===== src/rtl/in_frame_fsm_if.sv =====
// rtl/in_frame_fsm_if.sv - input-stream and FIFO read-side signals of in_frame_fsm
interface in_frame_fsm_if #(
  parameter int DATA_W = 8
);
  logic              i_valid;
  logic [DATA_W-1:0] i_stream;
  logic [DATA_W-1:0] o_data;
  logic              o_data_valid;
  logic              i_data_ready;

  modport master (output i_valid, i_stream, i_data_ready, input o_data, o_data_valid);
  modport slave  (input i_valid, i_stream, i_data_ready, output o_data, o_data_valid);
endinterface


===== src/rtl/in_frame_fsm.sv =====
// rtl/in_frame_fsm.sv - sync-hunting framer that commits good payloads atomically into a FIFO
// Define IN_FRAME_FSM_CHECKSUM_EN to expect a trailing XOR checksum word per frame.
module in_frame_fsm #(
  parameter int                DATA_W  = 8,
  parameter logic [DATA_W-1:0] SYNC    = 8'hA5,
  parameter int                MAX_LEN = 16,
  parameter int                DEPTH   = 32,
  localparam int               AW      = $clog2(DEPTH),
  localparam int               CW      = AW + 1
) (
  input  logic              clk,
  input  logic              rst_a,
  in_frame_fsm_if.slave     bus,
  output logic              o_event,
  output logic [DATA_W-1:0] o_len,
  output logic              o_err,
  output logic [1:0]        o_err_code,
  output logic [CW-1:0]     o_fifo_count
);

  typedef enum logic [1:0] {IDLE, LEN, PAYLOAD, CHK} state_t;

  state_t            r_state;
  logic [DATA_W-1:0] r_mem [DEPTH];
  logic [AW-1:0]     r_sh_ptr;
  logic [AW-1:0]     r_rd_ptr;
  logic [DATA_W-1:0] r_len;
  logic [DATA_W-1:0] r_remain;
`ifdef IN_FRAME_FSM_CHECKSUM_EN
  logic [AW-1:0]     r_wr_ptr;
  logic [DATA_W-1:0] r_chk;
`endif

  logic          w_pop;
  logic          w_wr;
  logic          w_commit;
  logic          w_len_bad;
  logic          w_no_room;
  logic [CW-1:0] w_room;

  assign w_pop     = bus.i_data_ready && (o_fifo_count != '0);
  assign w_wr      = bus.i_valid && (r_state == PAYLOAD);
  assign w_room    = CW'(DEPTH) - o_fifo_count;
  assign w_len_bad = (bus.i_stream == '0) || (32'(bus.i_stream) > 32'(MAX_LEN));
  assign w_no_room = 32'(bus.i_stream) > 32'(w_room);

`ifdef IN_FRAME_FSM_CHECKSUM_EN
  assign w_commit = bus.i_valid && (r_state == CHK) && (bus.i_stream == r_chk);
`else
  assign w_commit = bus.i_valid && (r_state == PAYLOAD) && (r_remain == DATA_W'(1));
`endif

  assign bus.o_data       = r_mem[r_rd_ptr];
  assign bus.o_data_valid = (o_fifo_count != '0);

  // Shadow writes land past the committed region; the room check keeps them off unread data.
  always_ff @(posedge clk) begin
    if (w_wr) r_mem[r_sh_ptr] <= bus.i_stream;
  end

  always_ff @(posedge clk or negedge rst_a) begin
    if (!rst_a) begin
      r_state      <= IDLE;
      r_sh_ptr     <= '0;
      r_rd_ptr     <= '0;
      r_len        <= '0;
      r_remain     <= '0;
      o_event      <= 1'b0;
      o_err        <= 1'b0;
      o_err_code   <= 2'd0;
      o_len        <= '0;
      o_fifo_count <= '0;
`ifdef IN_FRAME_FSM_CHECKSUM_EN
      r_wr_ptr     <= '0;
      r_chk        <= '0;
`endif
    end else begin
      o_event      <= 1'b0;
      o_err        <= 1'b0;
      if (w_pop) r_rd_ptr <= r_rd_ptr + AW'(1);
      o_fifo_count <= o_fifo_count + (w_commit ? CW'(r_len) : '0) - CW'(w_pop);

      if (bus.i_valid) begin
        case (r_state)
          IDLE: begin
            if (bus.i_stream == SYNC) r_state <= LEN;
          end
          LEN: begin
            if (w_len_bad) begin
              o_err      <= 1'b1;
              o_err_code <= 2'd1;
              r_state    <= IDLE;
            end else if (w_no_room) begin
              o_err      <= 1'b1;
              o_err_code <= 2'd2;
              r_state    <= IDLE;
            end else begin
              r_len    <= bus.i_stream;
              r_remain <= bus.i_stream;
`ifdef IN_FRAME_FSM_CHECKSUM_EN
              r_chk    <= bus.i_stream;
`endif
              r_state  <= PAYLOAD;
            end
          end
          PAYLOAD: begin
            r_sh_ptr <= r_sh_ptr + AW'(1);
            r_remain <= r_remain - DATA_W'(1);
`ifdef IN_FRAME_FSM_CHECKSUM_EN
            r_chk    <= r_chk ^ bus.i_stream;
            if (r_remain == DATA_W'(1)) r_state <= CHK;
`else
            if (r_remain == DATA_W'(1)) begin
              o_event <= 1'b1;
              o_len   <= r_len;
              r_state <= IDLE;
            end
`endif
          end
          CHK: begin
`ifdef IN_FRAME_FSM_CHECKSUM_EN
            if (w_commit) begin
              r_wr_ptr <= r_sh_ptr;
              o_event  <= 1'b1;
              o_len    <= r_len;
            end else begin
              r_sh_ptr   <= r_wr_ptr;
              o_err      <= 1'b1;
              o_err_code <= 2'd3;
            end
`endif
            r_state <= IDLE;
          end
          default: r_state <= IDLE;
        endcase
      end
    end
  end

endmodule

===== src/flat_wrapper.sv =====
// flat-port wrapper written by rule: the top's interface ports become plain ports
module in_frame_fsm_flat 
#(
  parameter int                DATA_W  = 8,
  parameter logic [DATA_W-1:0] SYNC    = 8'hA5,
  parameter int                MAX_LEN = 16,
  parameter int                DEPTH   = 32,
  localparam int               AW      = $clog2(DEPTH),
  localparam int               CW      = AW + 1
)
  (clk, rst_a, o_event, o_len, o_err, o_err_code, o_fifo_count, bus_i_valid, bus_i_stream, bus_i_data_ready, bus_o_data, bus_o_data_valid);
  in_frame_fsm_if #(.DATA_W(DATA_W)) bus_i ();
  input  logic clk;
  input  logic rst_a;
  output logic o_event;
  output logic [DATA_W-1:0] o_len;
  output logic o_err;
  output logic [1:0] o_err_code;
  output logic [CW-1:0] o_fifo_count;
  input wire logic [$bits(bus_i.i_valid)-1:0] bus_i_valid;
  input wire logic [$bits(bus_i.i_stream)-1:0] bus_i_stream;
  input wire logic [$bits(bus_i.i_data_ready)-1:0] bus_i_data_ready;
  output wire logic [$bits(bus_i.o_data)-1:0] bus_o_data;
  output wire logic [$bits(bus_i.o_data_valid)-1:0] bus_o_data_valid;
  assign bus_i.i_valid = bus_i_valid;
  assign bus_i.i_stream = bus_i_stream;
  assign bus_i.i_data_ready = bus_i_data_ready;
  assign bus_o_data = bus_i.o_data;
  assign bus_o_data_valid = bus_i.o_data_valid;
  in_frame_fsm #(.DATA_W(DATA_W), .SYNC(SYNC), .MAX_LEN(MAX_LEN), .DEPTH(DEPTH)) u_core (.clk(clk), .rst_a(rst_a), .bus(bus_i), .o_event(o_event), .o_len(o_len), .o_err(o_err), .o_err_code(o_err_code), .o_fifo_count(o_fifo_count));
endmodule

===== config.mk =====
export PLATFORM = sky130hd
export DESIGN_NAME = in_frame_fsm_flat
export DESIGN_NICKNAME = d
export VERILOG_FILES = /design/src/rtl/in_frame_fsm_if.sv /design/src/rtl/in_frame_fsm.sv /design/src/flat_wrapper.sv
export SDC_FILE = /design/constraint.sdc
export NUM_CORES = 1
export LEC_CHECK = 0
export BUFFER_PORTS_ARGS = -buffer_cell sky130_fd_sc_hd__buf_2
export CAP_MARGIN = 40
export CORE_MARGIN = 5
export CORE_UTILIZATION = 40
export CTS_CLUSTER_DIAMETER = 200
export CTS_CLUSTER_SIZE = 25
export DETAILED_ROUTE_END_ITERATION = 8
export GPL_ROUTABILITY_DRIVEN = 0
export PLACE_DENSITY_LB_ADDON = 0.1
export SLEW_MARGIN = 20
export SYNTH_ARGS = -nofsm -noshare
export SYNTH_HDL_FRONTEND = slang
export SYNTH_SLANG_ARGS = --single-unit

===== constraint.sdc =====
create_clock -name clk -period 3 [get_ports clk]
set_clock_uncertainty 0.05 [all_clocks]
set_input_delay 0.3 -clock clk [delete_from_list [all_inputs] [get_ports clk]]
set_output_delay 0.3 -clock clk [all_outputs]
set_load 0.01 [all_outputs]

==> results of run 1 <==
## placed cells by master, fill, tap and decap left out, drive strengths merged, types with 4 or more instances in the layout
cell	instances
edfxtp	256
buf	102
mux2i	82
nand2	57
dfrtp	46
nor2	37
mux4	32
a21oi	29
inv	27
ha	27
clkbuf	27
a22o	16
xnor2	15
nor3	13
o21ai	10
a22oi	8
o221ai	8
nand3	8
a31oi	8
mux2	6
nand2b	5
nor2b	5
a21o	4
o22ai	4
or3	4
and2	4
## area by class of cell
type | instances | area, µm² | area share (%)
inverters | 28 | 105.1 | 0.7398
repair buffers | 103 | 721.9 | 5.081
well taps | 402 | 503.0 | 3.540
flip-flops and latches | 302 | 8843 | 62.25
clock buffers | 27 | 462.9 | 3.258
diodes | 2 | 5.005 | 0.03523
clock inverters | 1 | 30.03 | 0.2114
multi-input cells | 412 | 3536 | 24.89
## kinds of logic after synthesis
group           Yosys count  share of synthesized area (%)
buf+inv                  63                          2.096
flops                   302                          70.16
simple gates            156                          6.009
mux                     120                          12.77
xor+xnor                 17                          1.182
fa+ha+maj                28                          2.840
compound gates           91                          4.946
## sequential cells by signal, summed over array words and instances (netlist names)
register	cells
u_core.r_sh_ptr	5
u_core.o_err	1
u_core.r_mem	256
u_core.r_len	8
u_core.r_state	2
u_core.r_remain	8
u_core.o_fifo_count	6
u_core.o_len	8
u_core.o_err_code	2
u_core.r_rd_ptr	5
u_core.o_event	1
## synthesized netlist by cell type, types with 10 or more instances
cell,n
edfxtp_1,256
mux2i_1,82
nand2_1,57
dfrtp_1,46
nor2_1,37
mux4_2,32
a21oi_1,29
ha_1,27
inv_1,27
clkbuf_1,17
a22o_1,16
xnor2_1,15
buf_2,13
nor3_1,12
o21ai_0,10
## tightest hold or removal path, cell delays in order
cell	delay, ps
buf_2	130
nand3_1	90
a21oi_1	70
## stage by stage
step	area (µm²)	util (%)	hold WS [ps]
floorplan	12600	-	-45.59
global placement	13630	43.54	303.7
detailed placement	13630	43.54	324.8
CTS	14140	45.17	38.60
global route	14200	45.36	57.75
finish	14210	45.37	64.21
## layer usage
layer	vias to the layer above	part of all wire [%]	track usage [%]
li1	3139	-	-
met1	3445	46	22.71
met2	131	48	26.55
met3	41	4.0	2.632
met4	2	2.2	3.896
met5	-	0.046	0
## report_power, final
part           internal [mW]  switching, mW
Sequential              4.72          0.175
Clock                   1.09           1.30
Combinational           1.72           2.17
## path summary, 6_finish.rpt
kind / start / to / cells after the start / slack, ps
worst min-delay path: bus_i_valid / u_core.o_err_code[1] / 3 / 60
worst max-delay path: u_core.r_rd_ptr[1] / bus_o_data[5] / 7 / 80
worst min register to register: u_core.o_len[0] / u_core.o_len[0] / 1 / 440
worst max register to register: u_core.o_fifo_count[0] / u_core.r_remain[0] / 12 / 190
min in group asynchronous: rst_a / u_core.r_len[3] / 2 / 310
max in group asynchronous: rst_a / u_core.r_remain[0] / 3 / 1820
## repair_timing
item	CTS	global route
pin swaps	0	1
setup buffers	1	2
hold buffers	1	0
hold endpoints to repair	28	0
gates cloned	0	0
endpoints found under the setup margin	8	21
resized for setup	0	11
==> flow_summary.ini, run 1 <==
[clocking]
path_clk_slew_ps = 100
clockRootBuffer = clkbuf_16
clkLatencyLatePin_ps = 510
cts_tree = built
clockBufferDepth = 3
htree_levels = 1
cts.sinks = 302
numCtsBuffers = 16

[final_layout]
final_cells = 1277
area_growth_pct = 12.77
drive_gt1_share_pct = 20.50
fill_cells = 2694
fin_nets = 903

[sta]
hold_viol = 0
fin_ws_ps = 78.20
rsz0062_at_grt = false
clock.fmax_ghz = 0.3423
tightest_slew_ps = 672.0
maxSlewHeadroom_pct = 55.20
finalMaxSlewViolations = 0
layout_worst_path_cycle_share_pct = 97.39
setup_tns_ps = 0
setup_viol = 0
period_needed_ps = 2922

[die]
fp.dieW_um = 187.5
die_y_um = 187.5
start_util_pct = 40.24
ios = 39
rows = 65
coreArea_mm2 = 0.03131
die-area_mm2 = 0.03515

[setup_path]
cpPeakStageDelay_ps = 480
crit_chain = buf_12, mux2i_1, a22o_1, nor3_1, a31oi_1, o221ai_1, buf_2
worstPathArrival_ps = 2570
cpMaxStageDelayCell = dfrtp_4
required_ps = 2650
crit_family = compound AO/OA/AOI/OAI gates
cp_max_fo = 36
crit_type = reg2out
worstSetupStartpointType = register
end_kind = primary output
worst-path-buf-inv = 2

[synthesis]
netlist_instances = 777
ys_ff_latch = 302
syn_area_mm2 = 0.01260
synth_area_leaders = edfxtp_1 61%, dfrtp_1 9.1%, mux2i_1 6.5%, mux4_2 5.7%, ha_1 2.7%
yosysWarnings = 0
synth.distinct_cells = 52
syn_area_per_cell_um2 = 16.21
async_flop_share_pct = 15.23
yosysSeqAreaShare_pct = 70.16
synth_top_cell_area_share_pct = 61.02
yosys_most_used_dff = edfxtp_1
synth_top_cell_by_area = edfxtp_1
syn_nets = 817
synth_edf_count = 256

[place]
dp_hpwl_um = 19000
dp_slack_ps = 94.99
port_buffers = 38
placed_cells = 1243

[min_path]
hold_class = in2reg

[global_routing]
grtUsageTotal_pct = 16.13
antenna_found_initial = 3
grt_pass1_vias = 7168
grt.overflow.total = 0
grt_max_degree = 37
grt_pass1_wl_um = 43770

[flow_run]
max_cap_violations = 0

[pwr]
ir_worst_vdd_uv = 402.5
p_per_area_mw_per_mm2 = 786.2
leakage_nw = 5.149
finalPower_mw = 11.17

[routing]
postRouteAntennaNets = 0
drc = 0
wirelength_um = 28370
vias_per_cell = 5.292
num_vias = 6758
dr.pass1.iters = 5
first_iter_violations = 472
wl_per_cell_um = 22.22

[status]
status = finished, final reports clean
Power figures use the tool's default switching activity.
==> inputs of run 2 (changes only) <==
--- a/config.mk
+++ b/config.mk
@@ -8,7 +8,7 @@
 export BUFFER_PORTS_ARGS = -buffer_cell sky130_fd_sc_hd__buf_2
 export CAP_MARGIN = 40
 export CORE_MARGIN = 5
-export CORE_UTILIZATION = 40
+export CORE_UTILIZATION = 55
 export CTS_CLUSTER_DIAMETER = 200
 export CTS_CLUSTER_SIZE = 25
 export DETAILED_ROUTE_END_ITERATION = 8
==> run 2 against run 1 <==
Compared with the run above:
- cell area down 1.1%
- hold slack better by 23 ps
- die area down 26%
- critical endpoint is now bus_o_data[3]
- setup slack worse by 14 ps
- clock power about the same
- via count up 1.8%
- routed wire length down 4.2%
- critical path depth unchanged
- non-clock buffer count down 6
- highest routed layer is now met4
- critical path type unchanged
- flip-flop and latch count unchanged
- core utilization up 17 points
==> flow_summary.ini, run 2 (same netlist as run 1, synthesis figures left out) <==
[clocking]
numCtsBuffers = 16
clockBufferDepth = 3
cts.sinks = 302
clockRootBuffer = clkbuf_16
htree_levels = 1
clkLatencyLatePin_ps = 500
path_clk_slew_ps = 100
cts_tree = built

[min_path]
hold_class = in2reg

[final_layout]
final_util_pct = 62.27
top_register = u_core.r_mem
final_cells = 1152
area_growth_pct = 11.57
fin_nets = 897
layout_commonest_cell = edfxtp_1
insertedDiodeCount = 0
drive_gt1_share_pct = 19.84
final_cell_mix = 256 x edfxtp_1, 82 x mux2i_1, 57 x nand2_1
final_cell_area_mm2 = 0.01406
largest_reg_flops = 256

[sta]
finalMaxSlewViolations = 0
maxSlewHeadroom_pct = 45.22
tightest_slew_ps = 818.6
clock.fmax_ghz = 0.3406
holdWs_ps = 87.00
layout_worst_path_cycle_share_pct = 97.86
setup_tns_ps = 0
setup_viol = 0
hold_viol = 0
fin_ws_ps = 64.20
period_needed_ps = 2936

[setup_path]
worst-path-buf-inv = 2
worstSetupEndpoint = bus_o_data[3]
cpPeakStageDelay_ps = 490
worstPathArrival_ps = 2590
cp.depth = 7
crit_chain = buf_16, mux2i_1, a22o_1, nor3_1, a31oi_1, o221ai_1, buf_2
rr_worst_depth = 14
startpoint = u_core.r_rd_ptr[1]
cpMaxStageDelayCell = dfrtp_4
end_kind = primary output
rrSetupSlack_ps = 70
worstSetupStartpointType = register
required_ps = 2650
crit_type = reg2out
cp_max_fo = 32
r2r-end = u_core.o_fifo_count[4]
r2r-start = u_core.o_fifo_count[0]
crit_family = compound AO/OA/AOI/OAI gates

[die]
die-area_mm2 = 0.02603
start_util_pct = 55.81
rows = 55
die_y_um = 161.3
fp.dieW_um = 161.3
ios = 39
coreArea_mm2 = 0.02257

[routing]
dr.pass1.iters = 5
drc = 0
vias_per_cell = 5.974
num_vias = 6882
postRouteAntennaNets = 0
wirelength_um = 27180
wl_per_cell_um = 23.59
first_iter_violations = 596

[place]
dp_slack_ps = 98.46
dp_hpwl_um = 17590
dpl_cell_area_mm2 = 0.01343
port_buffers = 38
placed_cells = 1119

[pwr]
pwr-share-clk_pct = 21.2
seqPwrFrac_pct = 43.9
p_per_area_mw_per_mm2 = 796.3
p_int_mw = 7.573
switching_share_pct = 32.34
p_sw_mw = 3.619
pwr-share-comb_pct = 35.0
finalPower_mw = 11.19
leakage_nw = 5.139
ir_worst_vdd_uv = 543.5

[flow_run]
max_cap_violations = 0

[global_routing]
grtUsageTotal_pct = 21.09
antenna_found_initial = 0
grt_max_degree = 36
grt_pass1_wl_um = 42210
grt_pass1_vias = 7165
grt.overflow.total = 0

[status]
status = finished, final reports clean
## run 2: cell types whose count changed in the layout (fill, tap and decap cells not counted), sizes merged
cell,before,now
bufbuf,0,1
buf,102,95
diode,2,0
## run 2: timing repair
| item | 4_1_cts | 5_1_grt |
|---|---|---|
| endpoints found under the setup margin | 3 | 12 |
| buffers inserted | 0 | 3 |
| pin swaps | 0 | 1 |
| hold endpoints to repair | 19 | 0 |
| hold buffers | 1 | 0 |
| resized for setup | 2 | 10 |
| cloned | 1 | 0 |
## run 2: layout make-up
type                            instances  area [µm²]
Inverter                               28       105.1
Clock inverter                          1       30.03
Multi-Input combinational cell        412        3545
Clock buffer                           27       462.9
Sequential cell                       302        8843
Fill cell                            1616        8516
Timing Repair Buffer                   97       713.2
Tap cell                              285       356.6
## run 2: worst min-delay path by stage
stage               cells after the start                    to  slack, ps                 start
floorplan                               0          u_core.o_err        -50                 rst_a
global placement                        1  u_core.o_err_code[0]        410  u_core.o_err_code[0]
detailed placement                      1       u_core.o_len[7]        240                 rst_a
CTS                                     3  u_core.o_err_code[1]         80           bus_i_valid
global route                            1   u_core.r_mem[23][2]        100       bus_i_stream[2]
finish                                  3  u_core.o_err_code[1]         90           bus_i_valid
## run 2: layer usage
layer	vias to the layer above	part of all wire [%]	track usage (%)
met1	3493	43	30.60
met4	0	3.2	6.592
li1	3135	-	-
met2	207	48	33.95
met3	47	5.4	2.577
met5	-	0	0
## run 2: worst reg2reg max path: stages, from the launching register on
cell,delay (ps)
dfrtp_1,440
inv_1,140
ha_4,160
nand3_2,120
or3_4,360
and2_1,200
ha_1,270
inv_1,60
ha_2,180
inv_1,50
fa_1,400
inv_1,80
a21o_1,110
a21oi_1,80
xnor2_1,140
## run 2: power by group through the flow
stage | Combinational (mW) | Sequential [mW] | Clock, mW
2_1_floorplan | 2.63 | 4.95 | 0
3_3_place_gp | 3.70 | 4.97 | 0
3_5_place_dp | 3.77 | 4.98 | 0
4_1_cts | 3.87 | 4.89 | 2.42
5_1_grt | 4.24 | 4.93 | 2.57
6_report | 3.91 | 4.91 | 2.37
==> inputs of run 3 (changes only) <==
--- a/config.mk
+++ b/config.mk
@@ -8,12 +8,12 @@
 export BUFFER_PORTS_ARGS = -buffer_cell sky130_fd_sc_hd__buf_2
 export CAP_MARGIN = 40
 export CORE_MARGIN = 5
-export CORE_UTILIZATION = 55
+export CORE_UTILIZATION = 40
 export CTS_CLUSTER_DIAMETER = 200
 export CTS_CLUSTER_SIZE = 25
 export DETAILED_ROUTE_END_ITERATION = 8
 export GPL_ROUTABILITY_DRIVEN = 0
-export PLACE_DENSITY_LB_ADDON = 0.1
+export PLACE_DENSITY = 0.58
 export SLEW_MARGIN = 20
 export SYNTH_ARGS = -nofsm -noshare
 export SYNTH_HDL_FRONTEND = slang
==> run 3 against run 2 <==
Compared with the run above:
- flip-flop and latch count did not move
- global-route usage is 5.8 points lower
- hold slack got worse by 6.1 ps
- critical path type unchanged
- largest power group unchanged
==> flow_summary.ini, run 3 (same netlist as run 1, synthesis figures left out) <==
[setup_path]
cp_common_cell = buf_4
end_kind = primary output
worstSetupStartpointType = register
crit_type = reg2out
rr_worst_depth = 11
cpPeakStageDelay_ps = 550
cp_max_fo = 5
cpMaxStageDelayCell = dfrtp_4
r2r-start = u_core.o_fifo_count[0]
crit_family = compound AO/OA/AOI/OAI gates
worstPathArrival_ps = 2530
crit_chain = buf_4, buf_4, mux2i_1, a21oi_1, a31oi_1, o221ai_1, buf_2
r2r-end = u_core.r_len[2]
rrSetupSlack_ps = 200
required_ps = 2650
worst-path-buf-inv = 3

[final_layout]
largest_reg_flops = 256
final-seq-area_mm2 = 0.008843
top_register = u_core.r_mem
final_cell_mix = 256 x edfxtp_1, 82 x mux2i_1, 66 x buf_4
drive_gt1_share_pct = 20.43
area_growth_pct = 13.14
fin_nets = 911
final_cell_area_mm2 = 0.01425
layout_commonest_cell = edfxtp_1
fill_cells = 2662
insertedDiodeCount = 0
multi_input_area_mm2 = 0.003507

[sta]
holdWs_ps = 80.93
setup_viol = 0
hold_viol = 0
tightest_slew_ps = 676.8
layout_worst_path_cycle_share_pct = 96.03
fin_ws_ps = 119.1
clock.fmax_ghz = 0.3471
finalMaxSlewViolations = 0
rsz0062_at_grt = false
period_needed_ps = 2881
maxSlewHeadroom_pct = 54.71

[clocking]
path_clk_slew_ps = 100
numCtsBuffers = 16
htree_levels = 1
clockBufferDepth = 3
cts_tree = built
clkLatencyLatePin_ps = 510
cts.sinks = 302
clockRootBuffer = clkbuf_16

[routing]
dr.pass1.iters = 5
drc = 0
postRouteAntennaNets = 0
wirelength_um = 26830
vias_per_cell = 5.247
wl_per_cell_um = 20.91
first_iter_violations = 542
num_vias = 6732

[pwr]
ir_worst_vdd_uv = 348.7
p_int_mw = 7.595
switching_share_pct = 32.07
finalPower_mw = 11.18
leakage_nw = 5.194
p_per_area_mw_per_mm2 = 784.4
seqPwrFrac_pct = 43.8
pwr-share-clk_pct = 21.3
p_sw_mw = 3.586
pwr-share-comb_pct = 34.9

[min_path]
whs_endpoint = u_core.o_err_code[1]
hold_class = in2reg
whs_path_depth = 3
worstHoldStart = bus_i_valid

[global_routing]
met3_usage_pct = 2.221
grt.overflow.total = 0
grt.busiest_layer = met2
antenna_found_initial = 1
grt_max_degree = 37
grt_pass1_wl_um = 41660
grtUsageTotal_pct = 15.26
grt_pass1_vias = 6858
grtUsageMet1_pct = 21.11
grtUsageMet2_pct = 25.67

[die]
coreArea_mm2 = 0.03131
ios = 39
die_y_um = 187.5
rows = 65
start_util_pct = 40.24
die-area_mm2 = 0.03515
fp.dieW_um = 187.5

[flow_run]
max_cap_violations = 0

[place]
dp_hpwl_um = 17750
dp_slack_ps = -19.29
dpl_cell_area_mm2 = 0.01369
port_buffers = 38

[status]
status = finished, final reports clean
==> run 3: worst reg2reg max path: stages (launching register included) <==
cell,delay (ps)
dfrtp_1,430
inv_1,100
ha_1,190
nand3_1,110
xnor2_1,150
ha_1,190
a2111oi_2,380
a21oi_1,100
or2_2,310
nor3_2,170
buf_4,190
mux2_2,340
==> run 3: final cells by class <==
class | instances | area share, %
Clock inverter | 1 | 0.2107
Multi-Input combinational cell | 412 | 24.60
Timing Repair Buffer | 111 | 5.627
Sequential cell | 302 | 62.04
Clock buffer | 27 | 3.248
Inverter | 28 | 0.7374
Tap cell | 402 | 3.529
==> run 3: power by group through the flow <==
stage | Clock, mW | Sequential [mW] | Combinational (mW)
5_1_grt | 2.61 | 4.93 | 4.26
4_1_cts | 2.46 | 4.90 | 3.95
3_5_place_dp | 0 | 5.07 | 3.78
6_report | 2.38 | 4.90 | 3.90
2_1_floorplan | 0 | 4.95 | 2.63
3_3_place_gp | 0 | 5.07 | 3.77
==> run 3: per-stage QoR <==
step / utilization (%) / setup TNS, ps / instances
after detailed placement: 43.71 / -75.92 / 1250
after CTS: 45.45 / 0 / 1282
after floorplan: - / 0 / 777
after global routing: 45.52 / 0 / 1283
after global placement: 43.71 / 0 / 1250
final: 45.52 / 0 / 1283
==> run 3: worst max-delay path by stage <==
| stage | end | slack, ps | start | depth (start not counted) |
|---|---|---|---|---|
| floorplan | u_core.r_len[0] | 60 | u_core.o_fifo_count[2] | 9 |
| global placement | u_core.r_len[1] | 70 | u_core.o_fifo_count[2] | 10 |
| detailed placement | u_core.r_len[1] | -20 | u_core.o_fifo_count[2] | 10 |
| CTS | u_core.r_len[2] | 6 | u_core.o_fifo_count[2] | 10 |
| global route | u_core.r_len[2] | 10 | u_core.o_fifo_count[0] | 10 |
| finish | bus_o_data[3] | 120 | u_core.r_rd_ptr[1] | 7 |
==> run 3: layer usage <==
| layer | routed length (µm) | up-vias |
|---|---|---|
| met3 | 1404 | 24 |
| met5 | 0 | - |
| met2 | 13140 | 156 |
| li1 | - | 3160 |
| met4 | 506 | 0 |
| met1 | 11770 | 3392 |
==> run 3: what timing repair did <==
item,in CTS,in global routing
hold buffers,1,0
pin swaps,0,1
gates resized for setup,1,3
endpoints found under the hold margin,27,0
buffers inserted,3,1
endpoints found under the setup margin,14,16
